**src/rtl/ft245_chan_mux.sv**
```systemverilog
// ft245_chan_mux: shares one FT245 byte stream between two client channels with header-framed packets
module ft245_chan_mux (
    input  logic       clk,
    input  logic       reset,
    output logic [7:0] ifc_tx_data,
    output logic       ifc_tx_seq,
    input  logic       ifc_tx_ack,
    input  logic [7:0] ifc_rx_data,
    input  logic       ifc_rx_seq,
    output logic       ifc_rx_ack,
    input  logic [7:0] c0_tx_data,
    input  logic [3:0] c0_tx_len,
    input  logic       c0_tx_seq,
    output logic       c0_tx_ack,
    input  logic [7:0] c1_tx_data,
    input  logic [3:0] c1_tx_len,
    input  logic       c1_tx_seq,
    output logic       c1_tx_ack,
    output logic [7:0] c0_rx_data,
    output logic       c0_rx_last,
    output logic       c0_rx_seq,
    input  logic       c0_rx_ack,
    output logic [7:0] c1_rx_data,
    output logic       c1_rx_last,
    output logic       c1_rx_seq,
    input  logic       c1_rx_ack,
    output logic [7:0] err_cnt
);

    typedef enum logic [1:0] {T_IDLE, T_HDR, T_PAY, T_WAIT} tx_state_e;
    typedef enum logic [1:0] {R_HDR, R_PAY, R_DROP} rx_state_e;

    tx_state_e  tx_state_q, tx_state_d;
    logic       last_grant_q, last_grant_d;
    logic [3:0] remaining_q, remaining_d;
    logic [7:0] ifc_tx_data_q, ifc_tx_data_d;
    logic       ifc_tx_seq_q, ifc_tx_seq_d;
    logic       c0_tx_ack_q, c0_tx_ack_d;
    logic       c1_tx_ack_q, c1_tx_ack_d;

    rx_state_e  rx_state_q, rx_state_d;
    logic       rx_chan_q, rx_chan_d;
    logic [3:0] cnt_q, cnt_d;
    logic       ifc_rx_ack_q, ifc_rx_ack_d;
    logic [7:0] c0_rx_data_q, c0_rx_data_d;
    logic       c0_rx_last_q, c0_rx_last_d;
    logic       c0_rx_seq_q, c0_rx_seq_d;
    logic [7:0] c1_rx_data_q, c1_rx_data_d;
    logic       c1_rx_last_q, c1_rx_last_d;
    logic       c1_rx_seq_q, c1_rx_seq_d;
    logic [7:0] err_cnt_q, err_cnt_d;

    logic       req0, req1, pick, g_pending, tx_busy;
    logic [3:0] pick_len;
    logic [7:0] g_data;
    logic       rx_pending, dest_free;

    // TX request decode; in T_IDLE last_grant_q doubles as the round-robin pointer,
    // afterwards it names the channel that owns the current packet
    always_comb begin
        req0      = c0_tx_seq != c0_tx_ack_q;
        req1      = c1_tx_seq != c1_tx_ack_q;
        pick      = (req0 && req1) ? ~last_grant_q : req1;
        pick_len  = pick ? c1_tx_len : c0_tx_len;
        g_pending = last_grant_q ? req1 : req0;
        g_data    = last_grant_q ? c1_tx_data : c0_tx_data;
        tx_busy   = ifc_tx_ack != ifc_tx_seq_q;
    end

    // TX FSM next state: header then payload, one byte outstanding, no interleaving within a packet
    always_comb begin
        tx_state_d    = tx_state_q;
        last_grant_d  = last_grant_q;
        remaining_d   = remaining_q;
        ifc_tx_data_d = ifc_tx_data_q;
        ifc_tx_seq_d  = ifc_tx_seq_q;
        c0_tx_ack_d   = c0_tx_ack_q;
        c1_tx_ack_d   = c1_tx_ack_q;
        case (tx_state_q)
            T_IDLE: begin
                if (req0 || req1) begin
                    ifc_tx_data_d = {3'b000, pick, pick_len};
                    ifc_tx_seq_d  = ~ifc_tx_seq_q;
                    remaining_d   = pick_len;
                    last_grant_d  = pick;
                    tx_state_d    = T_HDR;
                end
            end
            T_HDR: begin
                if (!tx_busy) begin
                    ifc_tx_data_d = g_data;
                    ifc_tx_seq_d  = ~ifc_tx_seq_q;
                    tx_state_d    = T_PAY;
                end
            end
            T_PAY: begin
                if (!tx_busy) begin
                    if (last_grant_q)
                        c1_tx_ack_d = c1_tx_seq;
                    else
                        c0_tx_ack_d = c0_tx_seq;
                    if (remaining_q == 4'd0) begin
                        tx_state_d = T_IDLE;
                    end else begin
                        remaining_d = remaining_q - 4'd1;
                        tx_state_d  = T_WAIT;
                    end
                end
            end
            T_WAIT: begin
                if (g_pending) begin
                    ifc_tx_data_d = g_data;
                    ifc_tx_seq_d  = ~ifc_tx_seq_q;
                    tx_state_d    = T_PAY;
                end
            end
            default: tx_state_d = T_IDLE;
        endcase
    end

    // RX status decode: byte waiting from host, and whether the addressed client can take one
    always_comb begin
        rx_pending = ifc_rx_seq != ifc_rx_ack_q;
        dest_free  = rx_chan_q ? (c1_rx_seq_q == c1_rx_ack) : (c0_rx_seq_q == c0_rx_ack);
    end

    // RX FSM next state: parse header, route or drop payload, hold host ack while client is busy
    always_comb begin
        rx_state_d   = rx_state_q;
        rx_chan_d    = rx_chan_q;
        cnt_d        = cnt_q;
        ifc_rx_ack_d = ifc_rx_ack_q;
        c0_rx_data_d = c0_rx_data_q;
        c0_rx_last_d = c0_rx_last_q;
        c0_rx_seq_d  = c0_rx_seq_q;
        c1_rx_data_d = c1_rx_data_q;
        c1_rx_last_d = c1_rx_last_q;
        c1_rx_seq_d  = c1_rx_seq_q;
        err_cnt_d    = err_cnt_q;
        case (rx_state_q)
            R_HDR: begin
                if (rx_pending) begin
                    rx_chan_d    = ifc_rx_data[4];
                    cnt_d        = ifc_rx_data[3:0];
                    ifc_rx_ack_d = ifc_rx_seq;
                    if (ifc_rx_data[7:5] == 3'b000) begin
                        rx_state_d = R_PAY;
                    end else begin
                        err_cnt_d  = (err_cnt_q == 8'hFF) ? err_cnt_q : err_cnt_q + 8'd1;
                        rx_state_d = R_DROP;
                    end
                end
            end
            R_PAY: begin
                if (rx_pending && dest_free) begin
                    if (rx_chan_q) begin
                        c1_rx_data_d = ifc_rx_data;
                        c1_rx_last_d = cnt_q == 4'd0;
                        c1_rx_seq_d  = ~c1_rx_seq_q;
                    end else begin
                        c0_rx_data_d = ifc_rx_data;
                        c0_rx_last_d = cnt_q == 4'd0;
                        c0_rx_seq_d  = ~c0_rx_seq_q;
                    end
                    ifc_rx_ack_d = ifc_rx_seq;
                    if (cnt_q == 4'd0)
                        rx_state_d = R_HDR;
                    else
                        cnt_d = cnt_q - 4'd1;
                end
            end
            R_DROP: begin
                if (rx_pending) begin
                    ifc_rx_ack_d = ifc_rx_seq;
                    if (cnt_q == 4'd0)
                        rx_state_d = R_HDR;
                    else
                        cnt_d = cnt_q - 4'd1;
                end
            end
            default: rx_state_d = R_HDR;
        endcase
    end

    // TX state registers; channel 0 wins the first tie after reset
    always_ff @(posedge clk) begin
        if (reset) begin
            tx_state_q    <= T_IDLE;
            last_grant_q  <= 1'b1;
            remaining_q   <= 4'd0;
            ifc_tx_data_q <= 8'd0;
            ifc_tx_seq_q  <= 1'b0;
            c0_tx_ack_q   <= 1'b0;
            c1_tx_ack_q   <= 1'b0;
        end else begin
            tx_state_q    <= tx_state_d;
            last_grant_q  <= last_grant_d;
            remaining_q   <= remaining_d;
            ifc_tx_data_q <= ifc_tx_data_d;
            ifc_tx_seq_q  <= ifc_tx_seq_d;
            c0_tx_ack_q   <= c0_tx_ack_d;
            c1_tx_ack_q   <= c1_tx_ack_d;
        end
    end

    // RX state registers
    always_ff @(posedge clk) begin
        if (reset) begin
            rx_state_q   <= R_HDR;
            rx_chan_q    <= 1'b0;
            cnt_q        <= 4'd0;
            ifc_rx_ack_q <= 1'b0;
            c0_rx_data_q <= 8'd0;
            c0_rx_last_q <= 1'b0;
            c0_rx_seq_q  <= 1'b0;
            c1_rx_data_q <= 8'd0;
            c1_rx_last_q <= 1'b0;
            c1_rx_seq_q  <= 1'b0;
            err_cnt_q    <= 8'd0;
        end else begin
            rx_state_q   <= rx_state_d;
            rx_chan_q    <= rx_chan_d;
            cnt_q        <= cnt_d;
            ifc_rx_ack_q <= ifc_rx_ack_d;
            c0_rx_data_q <= c0_rx_data_d;
            c0_rx_last_q <= c0_rx_last_d;
            c0_rx_seq_q  <= c0_rx_seq_d;
            c1_rx_data_q <= c1_rx_data_d;
            c1_rx_last_q <= c1_rx_last_d;
            c1_rx_seq_q  <= c1_rx_seq_d;
            err_cnt_q    <= err_cnt_d;
        end
    end

    assign ifc_tx_data = ifc_tx_data_q;
    assign ifc_tx_seq  = ifc_tx_seq_q;
    assign c0_tx_ack   = c0_tx_ack_q;
    assign c1_tx_ack   = c1_tx_ack_q;
    assign ifc_rx_ack  = ifc_rx_ack_q;
    assign c0_rx_data  = c0_rx_data_q;
    assign c0_rx_last  = c0_rx_last_q;
    assign c0_rx_seq   = c0_rx_seq_q;
    assign c1_rx_data  = c1_rx_data_q;
    assign c1_rx_last  = c1_rx_last_q;
    assign c1_rx_seq   = c1_rx_seq_q;
    assign err_cnt     = err_cnt_q;

endmodule

```
**config.mk**
```make
export PLATFORM = sky130hd
export DESIGN_NAME = ft245_chan_mux
export DESIGN_NICKNAME = d
export VERILOG_FILES = /design/src/rtl/ft245_chan_mux.sv
export SDC_FILE = /design/constraint.sdc
export NUM_CORES = 1
export LEC_CHECK = 0
export CORE_UTILIZATION = 30
export DETAILED_ROUTE_END_ITERATION = 12
export GPL_ROUTABILITY_DRIVEN = 0
export PLACE_DENSITY = 0.64
export SYNTH_ARGS = -nofsm -noshare
export SYNTH_HDL_FRONTEND = slang
export SYNTH_SLANG_ARGS = --single-unit
export TNS_END_PERCENT = 50
```
**constraint.sdc**
```tcl
create_clock -name clk -period 2.1 [get_ports clk]
set_clock_uncertainty 0.15 [all_clocks]
set_input_delay 0.63 -clock clk [delete_from_list [all_inputs] [get_ports clk]]
set_output_delay 0.63 -clock clk [all_outputs]
set_load 0.01 [all_outputs]
```
* Word level (Yosys, flattened, before mapping)
Cells that the tools add are included.
** Storage, ports and cells
- Logic and storage cells :: 113
- Latch bits :: 0
- Memories kept :: 0
- Bits in read-only memories :: 0
- Memory bits (writable) :: 0
- Output and inout bits :: 40
- Register bits :: 54
** Operators by class
- Reductions and logical operators :: 26
- $mul :: 0
- $lt $le $gt $ge :: 0
- Div/mod/pow operators :: 0
- Shifts and indexed selects :: 0
- Eq/ne operators :: 21
- Bitwise operators :: 8
- Muxes and demuxes :: 37
- Add/subtract/negate cells :: 3
** Operator list (number)
- 4-bit two-way mux :: 8
- 8-bit two-way mux :: 4
- 8-bit one-hot mux with 3 select lines :: 1
- 2-bit two-way mux :: 10
- 4-bit AND reduction :: 5
- 3-bit AND reduction :: 6
- 2-bit inequality test, second input constant :: 8
- 4-bit one-hot mux with 3 select lines :: 1
- 8-bit by 1-bit adder with 8-bit output, second input constant :: 1
- 8-bit == test, second input constant :: 1
- 4-bit zero test :: 2
- 1-bit two-way mux :: 8
- 1-bit inverter :: 8
- 2-bit one-hot mux with 4 select lines :: 1
- 4-bit one-hot mux with 2 select lines :: 1
- 4-bit by 1-bit subtractor with 4-bit output, second input constant :: 2
- 2-bit == test, second input constant :: 3
- 2-bit one-hot mux with 3 select lines :: 1
- 3-bit nonzero test :: 2
- 2-bit by 1-bit == test with 1-bit output, second input constant :: 2
- 2-bit zero test :: 2
- 1-bit inequality test :: 4
- 2-bit AND reduction :: 2
- 2-bit nonzero test :: 2
- other kinds (8) :: 10

* Longest topological paths before layout
Gate-level depths: netlist of run 1.
- Word-level depth :: 6
- Gate-level depth with buffers :: 7

* Worst setup path after synthesis of run 1
OpenSTA, ideal clock, no wires.
- Kind :: input-to-reg
- From :: in c1_tx_seq
- To :: reg remaining_q[1]
- Setup slack :: 0.100 ns
- Stages :: 5
- Library setup time :: 0.129 ns
- Arrival :: 1.721 ns
- Data required time :: 1.821 ns
- Cells stage by stage :: xor2_1 > a21boi_2 > mux2_2 > o211ai_1 > o31ai_1
** Between the ends
- Longest elaborated chain between the ends :: 6
- Elaborated cells on any way between the ends :: 9
- Those cells by class :: 2 x eq/ne; 4 x mux; 3 x reduce/logical
** Ends and longest elaborated chain
- from (decl) :: line 17 : input logic c1_tx_seq,
- 1-bit inequality test * :: line 62 : req1 = c1_tx_seq != c1_tx_ack_q;
- 1-bit logical AND :: line 63 : pick = (req0 && req1) ? ~last_grant_q : req1;
- 1-bit two-way mux :: line 63
- 4-bit two-way mux :: line 64 : pick_len = pick ? c1_tx_len : c0_tx_len;
- 4-bit two-way mux :: line 81 : if (req0 || req1) begin
- 4-bit one-hot mux with 2 select lines :: line 79 : case (tx_state_q)
- to (signal assigned) :: line 198 : remaining_q <= remaining_d;
- to (decl) :: line 35 : logic [3:0] remaining_q, remaining_d;
Mark *: on every way between the ends. The rest lies on a longest branch, timed or not. The select of a mux whose other input is x is not followed.
A chain may end at the register's enable or synchronous reset.

* Worst setup path in the final report of run 1
- From :: in ifc_tx_ack
- To :: reg remaining_q[2]
** Between the ends
- Longest elaborated chain between the ends :: 3
** Ends and longest elaborated chain
- from (decl) :: line 7 : input logic ifc_tx_ack,
- 1-bit inequality test :: line 67 : tx_busy = ifc_tx_ack != ifc_tx_seq_q;
- 2-bit inequality test (no source line)
- 4-bit AND reduction (no source line)
No other way between the ends.

==> results of run 1 <==
[logic make-up (layout without fill, tap and decap cells)]
| logic type | after synthesis | after routing |
|---|---|---|
| simple gates | 104 | 104 |
| compound gates | 54 | 54 |
| flops | 54 | 54 |
| mux | 37 | 37 |
| buf+inv | 28 | 132 |
| xor+xnor | 17 | 17 |
| fa+ha+maj | 7 | 7 |
[power groups by stage]
stage               registers, mW  logic [mW]  clock network [mW]
finish                       1.34        1.50               0.593
global route                 1.37        1.66               0.664
CTS                          1.34        1.50               0.623
detailed placement           1.35        1.47                   0
global placement             1.34        1.45                   0
floorplan                    1.33       0.884                   0
[path summary, 6_finish.rpt]
path | start | to | slack (ns) | depth (start not counted)
setup reg to reg | rx_state_q[0]$_SDFFE_PP0P_ | cnt_q[1]$_SDFFE_PP0P_ | 0.12 | 7
hold / removal | ifc_tx_data[4]$_SDFFE_PP0P_ | ifc_tx_data[4]$_SDFFE_PP0P_ | 0.31 | 2
hold reg to reg | ifc_tx_data[4]$_SDFFE_PP0P_ | ifc_tx_data[4]$_SDFFE_PP0P_ | 0.31 | 2
setup / recovery | ifc_tx_ack | remaining_q[2]$_SDFFE_PP0P_ | 0.04 | 7
[worst register-to-register path, stage by stage (launching register included)]
cell and delay, ns:
sky130_fd_sc_hd__dfxtp_2 0.37, sky130_fd_sc_hd__inv_1 0.07, sky130_fd_sc_hd__ha_1 0.31, sky130_fd_sc_hd__nand4bb_1 0.13, sky130_fd_sc_hd__nand2_1 0.08, sky130_fd_sc_hd__o32a_4 0.40
sky130_fd_sc_hd__a211o_1 0.28, sky130_fd_sc_hd__a21oi_1 0.13
[final cells by class]
type	instances	area (sq um)	area share, %
timing repair buffer	109	1020	25.9
tap	108	135	3.42
multi-input combinational	219	1560	39.3
clock buffer	6	72.6	1.84
clock inverter	2	17.5	0.443
sequential	54	1090	27.7
inverter	15	56.3	1.42
[what timing repair did]
item	in CTS	in global routing
setup buffers	1	0
pin swaps	5	0
gates resized for setup	12	13
setup endpoints to repair	22	19
hold buffers	0	0
[registers in the layout (all words and copies together) (netlist names)]
signal / count
c1_rx_seq: 1
c1_rx_last: 1
last_grant_q: 1
remaining_q: 4
err_cnt: 8
c0_rx_data: 8
c1_rx_data: 8
cnt_q: 4
rx_chan_q: 1
c1_tx_ack: 1
ifc_tx_seq: 1
c0_tx_ack: 1
c0_rx_seq: 1
ifc_tx_data: 8
rx_state_q: 2
c0_rx_last: 1
tx_state_q: 2
ifc_rx_ack: 1
[metal layers]
metal	GRT usage (%)	up-vias	routed length [um]
li1	-	1259	-
met1	17.7	1126	3050
met2	23.6	69	3050
met3	5.06	7	446
met4	3.44	0	55
met5	0	-	0
[cells in the final DEF, fill, tap and decap left out, types with 5 or more instances in the layout]
cell type                         netlist  final
sky130_fd_sc_hd__mux2_2                 7      7
sky130_fd_sc_hd__dfxtp_1               54     43
sky130_fd_sc_hd__nand2_1               24     24
sky130_fd_sc_hd__o211ai_1               8      8
sky130_fd_sc_hd__inv_1                 15     15
sky130_fd_sc_hd__nor3_1                10     10
sky130_fd_sc_hd__nand2b_1               6      6
sky130_fd_sc_hd__ha_1                   7      7
sky130_fd_sc_hd__clkdlybuf4s50_1        0     74
sky130_fd_sc_hd__xnor2_1               11     10
sky130_fd_sc_hd__mux2i_1               30     28
sky130_fd_sc_hd__nand3_1               13     13
sky130_fd_sc_hd__a21oi_1               22     22
sky130_fd_sc_hd__nor2_1                39     39
sky130_fd_sc_hd__buf_4                  1     29
sky130_fd_sc_hd__clkbuf_8               0      5
sky130_fd_sc_hd__dfxtp_2                0     11
[stage by stage]
step / TNS (ns) / cells / setup slack, ns / area (sq um)
floorplan: 0 / 301 / 0.100 / 2690
CTS: 0 / 513 / 0.000607 / 3920
global route: -0.0281 / 513 / -0.0281 / 3950
global placement: -15.91 / 504 / -0.556 / 3780
finish: 0 / 513 / 0.0441 / 3950
detailed placement: -16.62 / 504 / -0.617 / 3780
==> metrics list, run 1 <==
* Sequential share of the synthesized area: 40.2%
- The longest clock path from root to sink contains 2 buffers.
- Share of synthesized cell area in full adder, half adder and majority cells: 3.26%
- By area the synthesized netlist is led by sky130_fd_sc_hd__dfxtp_1 (40%), sky130_fd_sc_hd__mux2i_1 (11%), sky130_fd_sc_hd__nor2_1 (5.4%).
- Worst-path maximum fanout: 5
* Asr flop ratio synth: 0%
- The layout has 889 filler cells.
- Number of rows in the core area: 34
* Maximum level of the CTS H-tree: 2
* Routed Wire Length: 6610 um
- sky130_fd_sc_hd__dfxtp_1 is the most common cell in the netlist.
- Power Density: 869 mW/mm^2
* Critical Path AT: 2.08 ns
* CP top delay family: buffers and inverters
- The first global-routing pass estimated 11200 um of wire.
- The via count of the first global-routing pass came to 2339.
* Critical path launch point type: input port
- After floorplanning, the core was sized to cover 0.00868 sq mm.
- Number of port buffers: 79
- The number of different library cells used by synthesis comes to 41.
* Flip-flop cell with the highest count after synthesis: sky130_fd_sc_hd__dfxtp_1
* Time the final worst path needs with I/O delays and setup: 2.06 ns
* Post-route DRC violation count: 0
* Library cell with the largest summed area after synthesis: sky130_fd_sc_hd__dfxtp_1
* Global-route congestion overflow total: 0
- Total Power Consumption: 3.44 mW
- Hold Worst Slack: 0.307 ns
* Switching Fraction: 35.3%
* Top post-synthesis cells by count: sky130_fd_sc_hd__dfxtp_1 (54), sky130_fd_sc_hd__nor2_1 (39), sky130_fd_sc_hd__mux2i_1 (30), sky130_fd_sc_hd__nand2_1 (24), sky130_fd_sc_hd__a21oi_1 (22)
- Once the floorplan was initialized, standard cells occupied 31.0% of the core.
- Post-layout utilization of the core: 45.6%
- The worst pin sits at a relative slew slack of 66.9%.
- Final period utilization: 97.9%
- Number of violations of the max-capacitance limit: 0
* Final setup fails: 0
* Post-DR wirelength/cell: 12.9 um
- Setup repair after global routing missed its margin: true
- The clock network is responsible for 17.3% of the overall power.
- Root buffer cell: sky130_fd_sc_hd__clkbuf_8
- Before antenna repair, the detailed router went through 4 iterations.
* Final Max Tran Viols: 0
- DR vias/cell: 4.80
- Multiplexer cells account for 14.1% of the synthesized area.
* Global router's overall resource usage: 14.3%
- Max Clk Rate: 486 MHz
- Net count after synthesis: 348
- Summed over all nets, the half-perimeter wirelength after detailed placement is 5040 um.
* Synthesized instance count: 301
* Synthesized flop and latch total: 54
* Initial antenna violation count: 0
- After synthesis, the largest family of logic cells by area is simple AND/OR/NAND/NOR gates.
- XOR/XNOR Fraction of Synth Area: 6.10%
- The largest single stage delay on the critical path is 0.53 ns.
* Combinational group share of total power: 43.6%
* Overall via count from detail_route: 2461
* DIE HEIGHT: 96.6 um
- Summing the areas of all compound-gate instances in the mapped netlist gives 14.3% of the synthesized area.
- Number of enable-type register cells in the synthesized netlist: 0
- In this run the remaining antenna-violating nets after routing total 0.
- Width of the die: 96.6 um
* Ys Warns: 0
- At the worst endpoint, the required time is 2.13 ns.
- Cell internal pwr: 2.22 mW
- In this run the mean area of a mapped cell was 8.92 sq um.
* Starting DRC count in detailed routing: 53
- Top-area cell type share of the netlist area: 40.2%
- IR analysis of the VDD net gives a maximum drop of 0.399 mV.
* Pin count of the biggest net entering global routing: 28
- For this design the total switching power over the nets is 1.21 mW.
- Clk pin slew, worst setup/hold paths: 0.10 ns
- Nets@finish: 451
* Sort of element at the end of the critical path: flop
* Critical path start-end classification: in -> reg
- Number of clock buffers inserted by TritonCTS: 5
- Of the total power, registers draw 39.1%.
- Outcome: complete, no violations
- Io pins: 80
- Share of final-layout standard cells stronger than drive strength 1: 17.3%
- The synthesized netlist occupies a cell area of 0.00269 sq mm.
- Sinks on Clock Net: 54
- Standby leakage power: 1.58 nW
* List of cells traversed by the critical path: clkdlybuf4s50_1 -> xnor2_2 -> buf_4 -> nand3_1 -> a21o_1 -> o21ai_0 -> a21oi_1
- # diodes: 0
* Clock tree from TritonCTS: built
- Worst-Margin Slew: 0.496 ns
- The number of hold violations in the final report was 0.
* Area overhead of the layout relative to synthesis: 47.2%
- Highest-delay cell along the critical path: sky130_fd_sc_hd__clkdlybuf4s50_1
- The later pin in the worst-skew pair is clocked with a latency of 0.30 ns.
- Fraction of the mapped netlist area in simple logic gates: 17.8%
- Together, buffers and inverters on the worst path number 2.
- The die covers 0.00934 sq mm.
- Class of the tightest hold or removal check: reg -> reg
(Power assumes the default switching activity.)
==> inputs of run 2 (changes only) <==
CELL_PAD_IN_SITES_DETAIL_PLACEMENT = 0   (was not set)
CELL_PAD_IN_SITES_GLOBAL_PLACEMENT = 1   (was not set)
PLACE_DENSITY = 0.8   (was 0.64)
==> run 2 against run 1 <==
Net effect:
- critical endpoint is now c1_tx_ack
- register-to-register slack about the same
- setup slack about the same
- sequential share of layout area about the same
- critical path type is now reg -> out
==> metrics list, run 2 (synthesized netlist as in run 1, its figures left out) <==
- On the worst path, the slowest cell contributes a delay of 0.56 ns.
- Worst endpoint required time: 1.32 ns
- Worst r2r dst: cnt_q[1]$_SDFFE_PP0P_
- Wire length of the first global-routing pass: 11500 um
- Number of clock buffers inserted by TritonCTS: 5
- For this design the ratio of total power to cell area is 891 mW/mm^2.
- Fill cells: 847
- In this run the worst path has a maximum fanout of 3.
* Nets@finish: 450
- Post-DR wirelength/cell: 13.2 um
- Post-route insts no fill: 511
- Top library cells by usage in the layout, fill and taps aside: sky130_fd_sc_hd__clkdlybuf4s50_1 (71), sky130_fd_sc_hd__dfxtp_1 (45), sky130_fd_sc_hd__nor2_1 (39), sky130_fd_sc_hd__mux2i_1 (28), sky130_fd_sc_hd__buf_4 (28)
- Compared with the post-synthesis result, the final layout area differs by 47.2%.
- Overall via count from detail_route: 2451
* Worst reg-to-reg setup slack: 0.13 ns
- Across the run, the number of max-cap violations was 0.
- Number of rows in the core area: 34
* Outcome: complete, no violations
- Once detail routing completed, the nets flagged for antenna violations numbered 0.
* Time the final worst path needs with I/O delays and setup: 2.06 ns
* Io pins: 80
- Number of cells on the critical path: 1
- Setup repair after global routing missed its margin: true
* Die area: 0.00934 sq mm
* Final setup fails: 0
- Buffering stage count on the worst path with inverters included: 1
- Starting DRC count in detailed routing: 63
- The via count of the first global-routing pass was 2438.
- Clock tree from TritonCTS: built
* DR vias/cell: 4.80
- In this run the most critical hold path is launched from ifc_tx_data[7]$_SDFFE_PP0P_.
- Critical register-to-register path startpoint: rx_state_q[1]$_SDFFE_PP0P_
* First-pass iteration count of the detailed router: 4
* Standby leakage power: 1.63 nW
* Final Max Tran Viols: 0
* Rel. slew slack: 69.2%
- Class of the tightest hold or removal check: reg -> reg
- Max Clk Rate: 486 MHz
- In the finished design, the share of the clock period the worst path needs comes to 97.9%.
- Count of placed standard cells including taps: 503
- In this run the tool buffered the top-level ports with 79 buffer cells.
- In the final layout, the share of cells above drive strength 1 is 16.6%.
- The number of antenna diodes in the final layout is 0.
- For the worst setup path, the data arrival time is 1.28 ns.
* Initial antenna violation count: 0
- For the worst-skew pair, the clock arrives at the later sink with an insertion delay of 0.31 ns.
- Sinks on Clock Net: 54
* Initial core utilization: 31.0%
* Clk pin slew, worst setup/hold paths: 0.09 ns
- Maximum level of the CTS H-tree: 2
- Once detailed placement completed, the half-perimeter wirelength came to 4970 um.
- CP top delay family: buffers and inverters
- VDD IR max: 0.319 mV
- Critical path launch point type: flop
- Number of buffers on the longest clock path: 2
- For the pin with the worst max-slew slack, the measured transition is 0.460 ns.
* Sort of element at the end of the critical path: primary output
- In this run the clock root is driven by a sky130_fd_sc_hd__clkbuf_8.
- DIE HEIGHT: 96.6 um
* Area of all placed cells without fillers: 0.00396 sq mm
* Hold Violations, Final: 0
- The slowest stage of the critical path belongs to the cell sky130_fd_sc_hd__clkdlybuf4s50_1.
- After detailed placement, the total cell area comes to 0.00377 sq mm.
- Destination of the critical timing path: c1_tx_ack
- Leaving out fill and tap cells, the most frequent cell in the layout is sky130_fd_sc_hd__clkdlybuf4s50_1.
* List of cells traversed by the critical path: clkdlybuf4s50_1
- Cell count of the worst reg-to-reg path: 7
- Width of the die: 96.6 um
* Global router's overall resource usage: 14.8%
- The setup path with the least slack is of type reg -> out.
- The region available for standard cell placement spans 0.00868 sq mm.
* Critical path origin: c1_tx_ack$_SDFFE_PP0P_
* Routed Wire Length: 6770 um
- Global-route congestion overflow total: 0
* Pin count of the biggest net entering global routing: 23
* Count of hold buffers inserted by post-cts repair: 0
* Total negative slack: 0 ns
- For this run, design rule violations remaining after detail routing come to 0.
run 2: layout make-up:
cell class	count	area [sq um]	share of cell area [%]
Clock buffer	5	68.8	1.74
Clock inverter	2	38.8	0.981
Inverter	15	56.3	1.42
Multi-Input combinational cell	219	1540	38.9
Sequential cell	54	1090	27.7
Tap cell	108	135	3.42
Timing Repair Buffer	108	1020	25.8
run 2: per-layer routing:
metal / part of all wire (%) / track usage, % / wire length (um) / up-vias
met5: 0 / 0 / 0 / -
met4: 1.2 / 4.13 / 82 / 0
met3: 6.8 / 4.84 / 459 / 9
met2: 48 / 25.9 / 3230 / 74
met1: 44 / 17.3 / 3000 / 1112
li1: - / - / - / 1256
run 2: worst min-delay path by stage:
stage / endpoint / slack (ns) / cells past startpoint
after floorplan: cnt_q[1]$_SDFFE_PP0P_ / 0.29 / 2
after global placement: ifc_tx_data[7]$_SDFFE_PP0P_ / 0.29 / 2
after detailed placement: ifc_tx_data[7]$_SDFFE_PP0P_ / 0.30 / 2
after CTS: ifc_tx_data[7]$_SDFFE_PP0P_ / 0.31 / 2
after global routing: ifc_tx_data[4]$_SDFFE_PP0P_ / 0.35 / 2
final: ifc_tx_data[7]$_SDFFE_PP0P_ / 0.31 / 2
run 2: tightest hold or removal path: cells and delay by family (launching register included):
family | cells | cell delay, ns
AO/OA/AOI/OAI | 1 | 0.05
flip-flops | 1 | 0.32
AND/OR/NAND/NOR | 1 | 0.05
run 2: metrics by stage:
stage	hold WS, ns	utilization (%)	power [mW]	setup WS (ns)
after floorplan	0.291	-	2.22	0.100
after global placement	0.292	43.5	2.77	-0.505
after detailed placement	0.298	43.5	2.80	-0.543
after CTS	0.312	45.1	3.53	0.00180
after global routing	0.351	45.6	3.78	-0.0188
final	0.306	45.6	3.52	0.0438
run 2: power breakdown:
part           internal, mW  leakage [nW]  switching, mW
Sequential             1.19         0.444          0.148
Combinational         0.765          1.14          0.725
Clock                 0.351        0.0542          0.343
run 2: what timing repair did:
| item | CTS | global route |
|---|---|---|
| resized for setup | 11 | 15 |
| setup endpoints to repair | 20 | 25 |
| pin swaps | 4 | 2 |
| buffers inserted | 1 | 0 |
==> RTL edit 1: new RTL, settings of run 2 <==
Re-encode `rx_state_e` (3 states) as one-hot, 3 bits wide.
--- a/src/rtl/ft245_chan_mux.sv
+++ b/src/rtl/ft245_chan_mux.sv
@@ -30,3 +30,3 @@
     typedef enum logic [1:0] {T_IDLE, T_HDR, T_PAY, T_WAIT} tx_state_e;
-    typedef enum logic [1:0] {R_HDR, R_PAY, R_DROP} rx_state_e;
+    typedef enum logic [2:0] {R_HDR = 3'b001, R_PAY = 3'b010, R_DROP = 3'b100} rx_state_e;
 
Behaviour: same outputs for any inputs over 4 cycles, from zero or initial values and one cycle with reset high; so few cycles prove little.
==> RTL edit 1 against run 2 <==
  * Synthesized cell count is 2.7% higher
  * Worst setup slack worse by 0.033 ns
  * Final area is 3.4% higher
  * Highest routed layer unchanged
  * Critical path type is now input port to flip-flop
  * Sequential cell count is 1 higher
  * Clock power is 17% lower
  * Wire length is 3.7% higher
  * Utilization is 1.1 points higher
  * Area after synthesis is 2.0% higher
  * Total power is 6.1% lower
==> RTL edit 1: results (changes against run 2) <==
[final_layout]
drive_above_1_share = 0.191  ; +0.0247
fin_nets = 461  ; +2.4%
fin_area_um2 = 4090  ; +3.4%
fill_cells = 866  ; +2.2%

[routing]
vias_per_cell = 4.86  ; +1.3%
num_vias = 2560  ; +4.4%
wl_per_cell_um = 13.3  ; +0.59%
drt_iter0_drc = 59  ; -6.3%

[global_routing]
use_met2 = 0.251  ; -0.00827
grt.total_usage = 0.147  ; -0.00152
grt_use_met3 = 0.0468  ; -0.00165
grt_pass1_wl_um = 11600  ; +0.72%
grt_pass1_vias = 2536  ; +4.0%
grt_max_degree = 37  ; +61%

[clocking]
htree_levels = 2  ; unchanged
cts_root_buf = clkbuf_8

[min_path]
min_from = ifc_tx_data[2]
min_delay_path_depth = 2  ; unchanged
min_to = ifc_tx_data[2]

[synth]
synth_area_leaders = dfxtp_1, mux2i_1, nor2_1
synth_nets = 352  ; +1.1%
yosysSeqAreaShare = 0.402  ; -0.000779
yosys_warnings = 0  ; unchanged
yosys.cell_types.count = 55  ; +34%
synth_common_cells = dfxtp_1, nor2_1, mux2i_1

[pwr]
p_leak_nw = 1.64  ; +0.60%
peakVddDrop_uv = 367  ; +15%
switchingPower_mw = 1.13  ; -7.0%

[placed_design]
place_inst = 518  ; +3.0%
place_area_um2 = 3920  ; +3.9%
place_hpwl_um = 5180  ; +4.2%

[worst_setup_path]
arrival_ns = 2.14  ; +0.86 ns
reg2reg_depth = 8  ; +1
worstReg2RegEnd = cnt_q[3]
r2r-start = cnt_q[0]

[outcome]
status = finished clean

[sta]
slew-limit-headroom = 0.695  ; +0.00262

-- RTL edit 1: metal layers --
layer	up-vias	part of all wire
met5	-	0
met4	0	0.010
met3	7	0.063
met2	67	0.47
met1	1180	0.45
li1	1306	-
-- RTL edit 1: cells by family after synthesis --
group / Yosys count / share of synthesized area
simple gates: 114 / 0.210
compound gates: 57 / 0.137
flops: 55 / 0.402
mux: 38 / 0.143
buf+inv: 24 / 0.0379
xor+xnor: 18 / 0.0575
fa+ha+maj: 3 / 0.0137
-- RTL edit 1: repair_timing --
| action | 4_1_cts | 5_1_grt |
|---|---|---|
| gates cloned | 0 | 0 |
| buffers inserted | 0 | 1 |
| endpoints found under the setup margin | 47 | 24 |
| resized for setup | 11 | 16 |
| pin swaps | 2 | 1 |
-- RTL edit 1: layout make-up --
cell class,instances,share of cell area
clock inverter,2,0.00306
sequential,55,0.271
tap,108,0.0330
inverter,9,0.00826
clock buffer,6,0.0177
multi-input combinational,230,0.396
timing repair buffer,117,0.271
-- RTL edit 1: power groups by stage --
stage | combinational [mW] | sequential (mW) | clock, mW
CTS | 1.40 | 1.30 | 0.606
global route | 1.58 | 1.33 | 0.657
detailed placement | 1.37 | 1.32 | 0
global placement | 1.36 | 1.31 | 0
floorplan | 0.746 | 1.32 | 0
finish | 1.43 | 1.30 | 0.573
-- RTL edit 1: stage by stage --
step / hold slack, ns / setup WS (ns)
after floorplan: 0.308 / 0.0234
final: 0.310 / 0.0110
after global placement: 0.294 / -0.536
after detailed placement: 0.299 / -0.562
after global routing: 0.339 / -0.0405
after CTS: 0.312 / 0.00218
-- RTL edit 1: critical path: stages --
cell and delay (ns):
dlygate4sd2_1 0.25, xor2_1 0.14, buf_4 0.15, a21boi_4 0.24
mux2_4 0.33, or2_1 0.20, a32o_1 0.19
-- RTL edit 1: worst max path at each step --
stage | slack (ns) | depth (start not counted) | startpoint | endpoint
floorplan | 0.02 | 5 | ifc_rx_seq | err_cnt[5]
global placement | -0.54 | 7 | ifc_rx_seq | cnt_q[3]
detailed placement | -0.56 | 7 | ifc_rx_seq | cnt_q[3]
CTS | 0.002 | 6 | ifc_rx_data[7] | err_cnt[5]
global route | -0.04 | 7 | c0_tx_seq | remaining_q[1]
finish | 0.01 | 7 | c0_tx_seq | remaining_q[1]
==> RTL edit 2: new RTL, settings of run 2 <==
Made on the original files. `ifc_tx_data_q` no longer has a reset.
--- a/src/rtl/ft245_chan_mux.sv
+++ b/src/rtl/ft245_chan_mux.sv
@@ -190,3 +190,2 @@
             remaining_q   <= 4'd0;
-            ifc_tx_data_q <= 8'd0;
             ifc_tx_seq_q  <= 1'b0;
@@ -198,3 +197,2 @@
             remaining_q   <= remaining_d;
-            ifc_tx_data_q <= ifc_tx_data_d;
             ifc_tx_seq_q  <= ifc_tx_seq_d;
@@ -203,2 +201,6 @@
         end
+    end
+
+    always_ff @(posedge clk) begin
+        ifc_tx_data_q <= ifc_tx_data_d;
     end
Check against the original RTL: not equivalent (a bounded check fails within 4 cycles, from zero or initial values and one cycle with reset high).
==> RTL edit 2 against run 2 <==
  * Wire length is 2.2% lower
  * Synthesized cell count is 6.0% lower
  * Worst setup slack worse by 0.015 ns
  * Largest cell class unchanged
  * Sequential cell count stayed put
  * Final area is 0.98% higher
  * Total power is 14% lower
  * Area after synthesis is 1.6% higher
  * Via count is 2.2% lower
  * Critical endpoint is now remaining_q[0]
==> RTL edit 2: results (changes against run 2) <==
[synth]
synth.area.mux_share = 0.140  ; -0.00128
synth_nets = 330  ; -5.2%
syn_area_per_cell_um2 = 9.64  ; +8.0%
yosysSeqAreaShare = 0.425  ; +0.0231
yosys.area_share.adder = 0.0321  ; -0.000508
yosys.cell_types.count = 50  ; +22%
synth-compound-area-share = 0.120  ; -0.0238
synth_area_leaders = dfxtp_1, mux2i_1, edfxtp_1

[pwr]
peakVddDrop_uv = 243  ; -24%
p_leak_nw = 1.68  ; +3.0%
power_mw = 3.03  ; -14%
switchingPower_mw = 0.995  ; -18%

[global_routing]
grt_max_degree = 22  ; -4.3%
grt_pass1_wl_um = 10700  ; -6.9%
grt_pass1_vias = 2261  ; -7.3%

[placed_design]
place_area_um2 = 3800  ; +0.76%
pre_cts_slack_ns = -0.505  ; +0.0377 ns
place_inst = 483  ; -4.0%

[routing]
drt_iter0_drc = 92  ; +46%
wl_per_cell_um = 13.5  ; +1.6%

[outcome]
status = finished clean

[worst_setup_path]
arrival_ns = 2.17  ; +0.89 ns
critical-path-top-delay-family = simple AND/OR/NAND/NOR gates
path_max_fanout = 5  ; +2

[clocking]
post_cts_resized = 12  ; +1
clk_pin_slew_ns = 0.11  ; +0.02 ns
post_cts_buffers = 0  ; -1

[sta]
worst_pin_slew_ns = 0.457  ; -0.00297 ns
hold_ws_ns = 0.338  ; +0.0319 ns

[min_path]
hp-class = flip-flop to flip-flop

[final_layout]
drive_above_1_share = 0.159  ; -0.00740
stdcell_count = 492  ; -3.7%
fin_nets = 430  ; -4.4%

[RTL edit 2: layer usage]
metal | global-route usage | vias up | part of all wire
met5 | 0 | - | 0
met4 | 0.0339 | 0 | 0.0029
met3 | 0.0381 | 4 | 0.060
met2 | 0.226 | 67 | 0.46
met1 | 0.178 | 1113 | 0.48
li1 | - | 1212 | -
[RTL edit 2: final timing paths]
kind / start / end / slack (ns) / cells past startpoint
setup / recovery: ifc_tx_ack / remaining_q[0] / 0.03 / 6
hold reg to reg: remaining_q[3] / remaining_q[3] / 0.34 / 2
setup reg to reg: remaining_q[0] / remaining_q[1] / 0.07 / 7
hold / removal: remaining_q[3] / remaining_q[3] / 0.34 / 2
[RTL edit 2: final cells by class]
class	count	area (µm²)
Inverter	9	33.8
Tap cell	108	135
Clock buffer	5	68.8
Fill cell	823	4770
Multi-Input combinational cell	207	1560
Timing Repair Buffer	106	998
Sequential cell	54	1170
Clock inverter	3	21.3
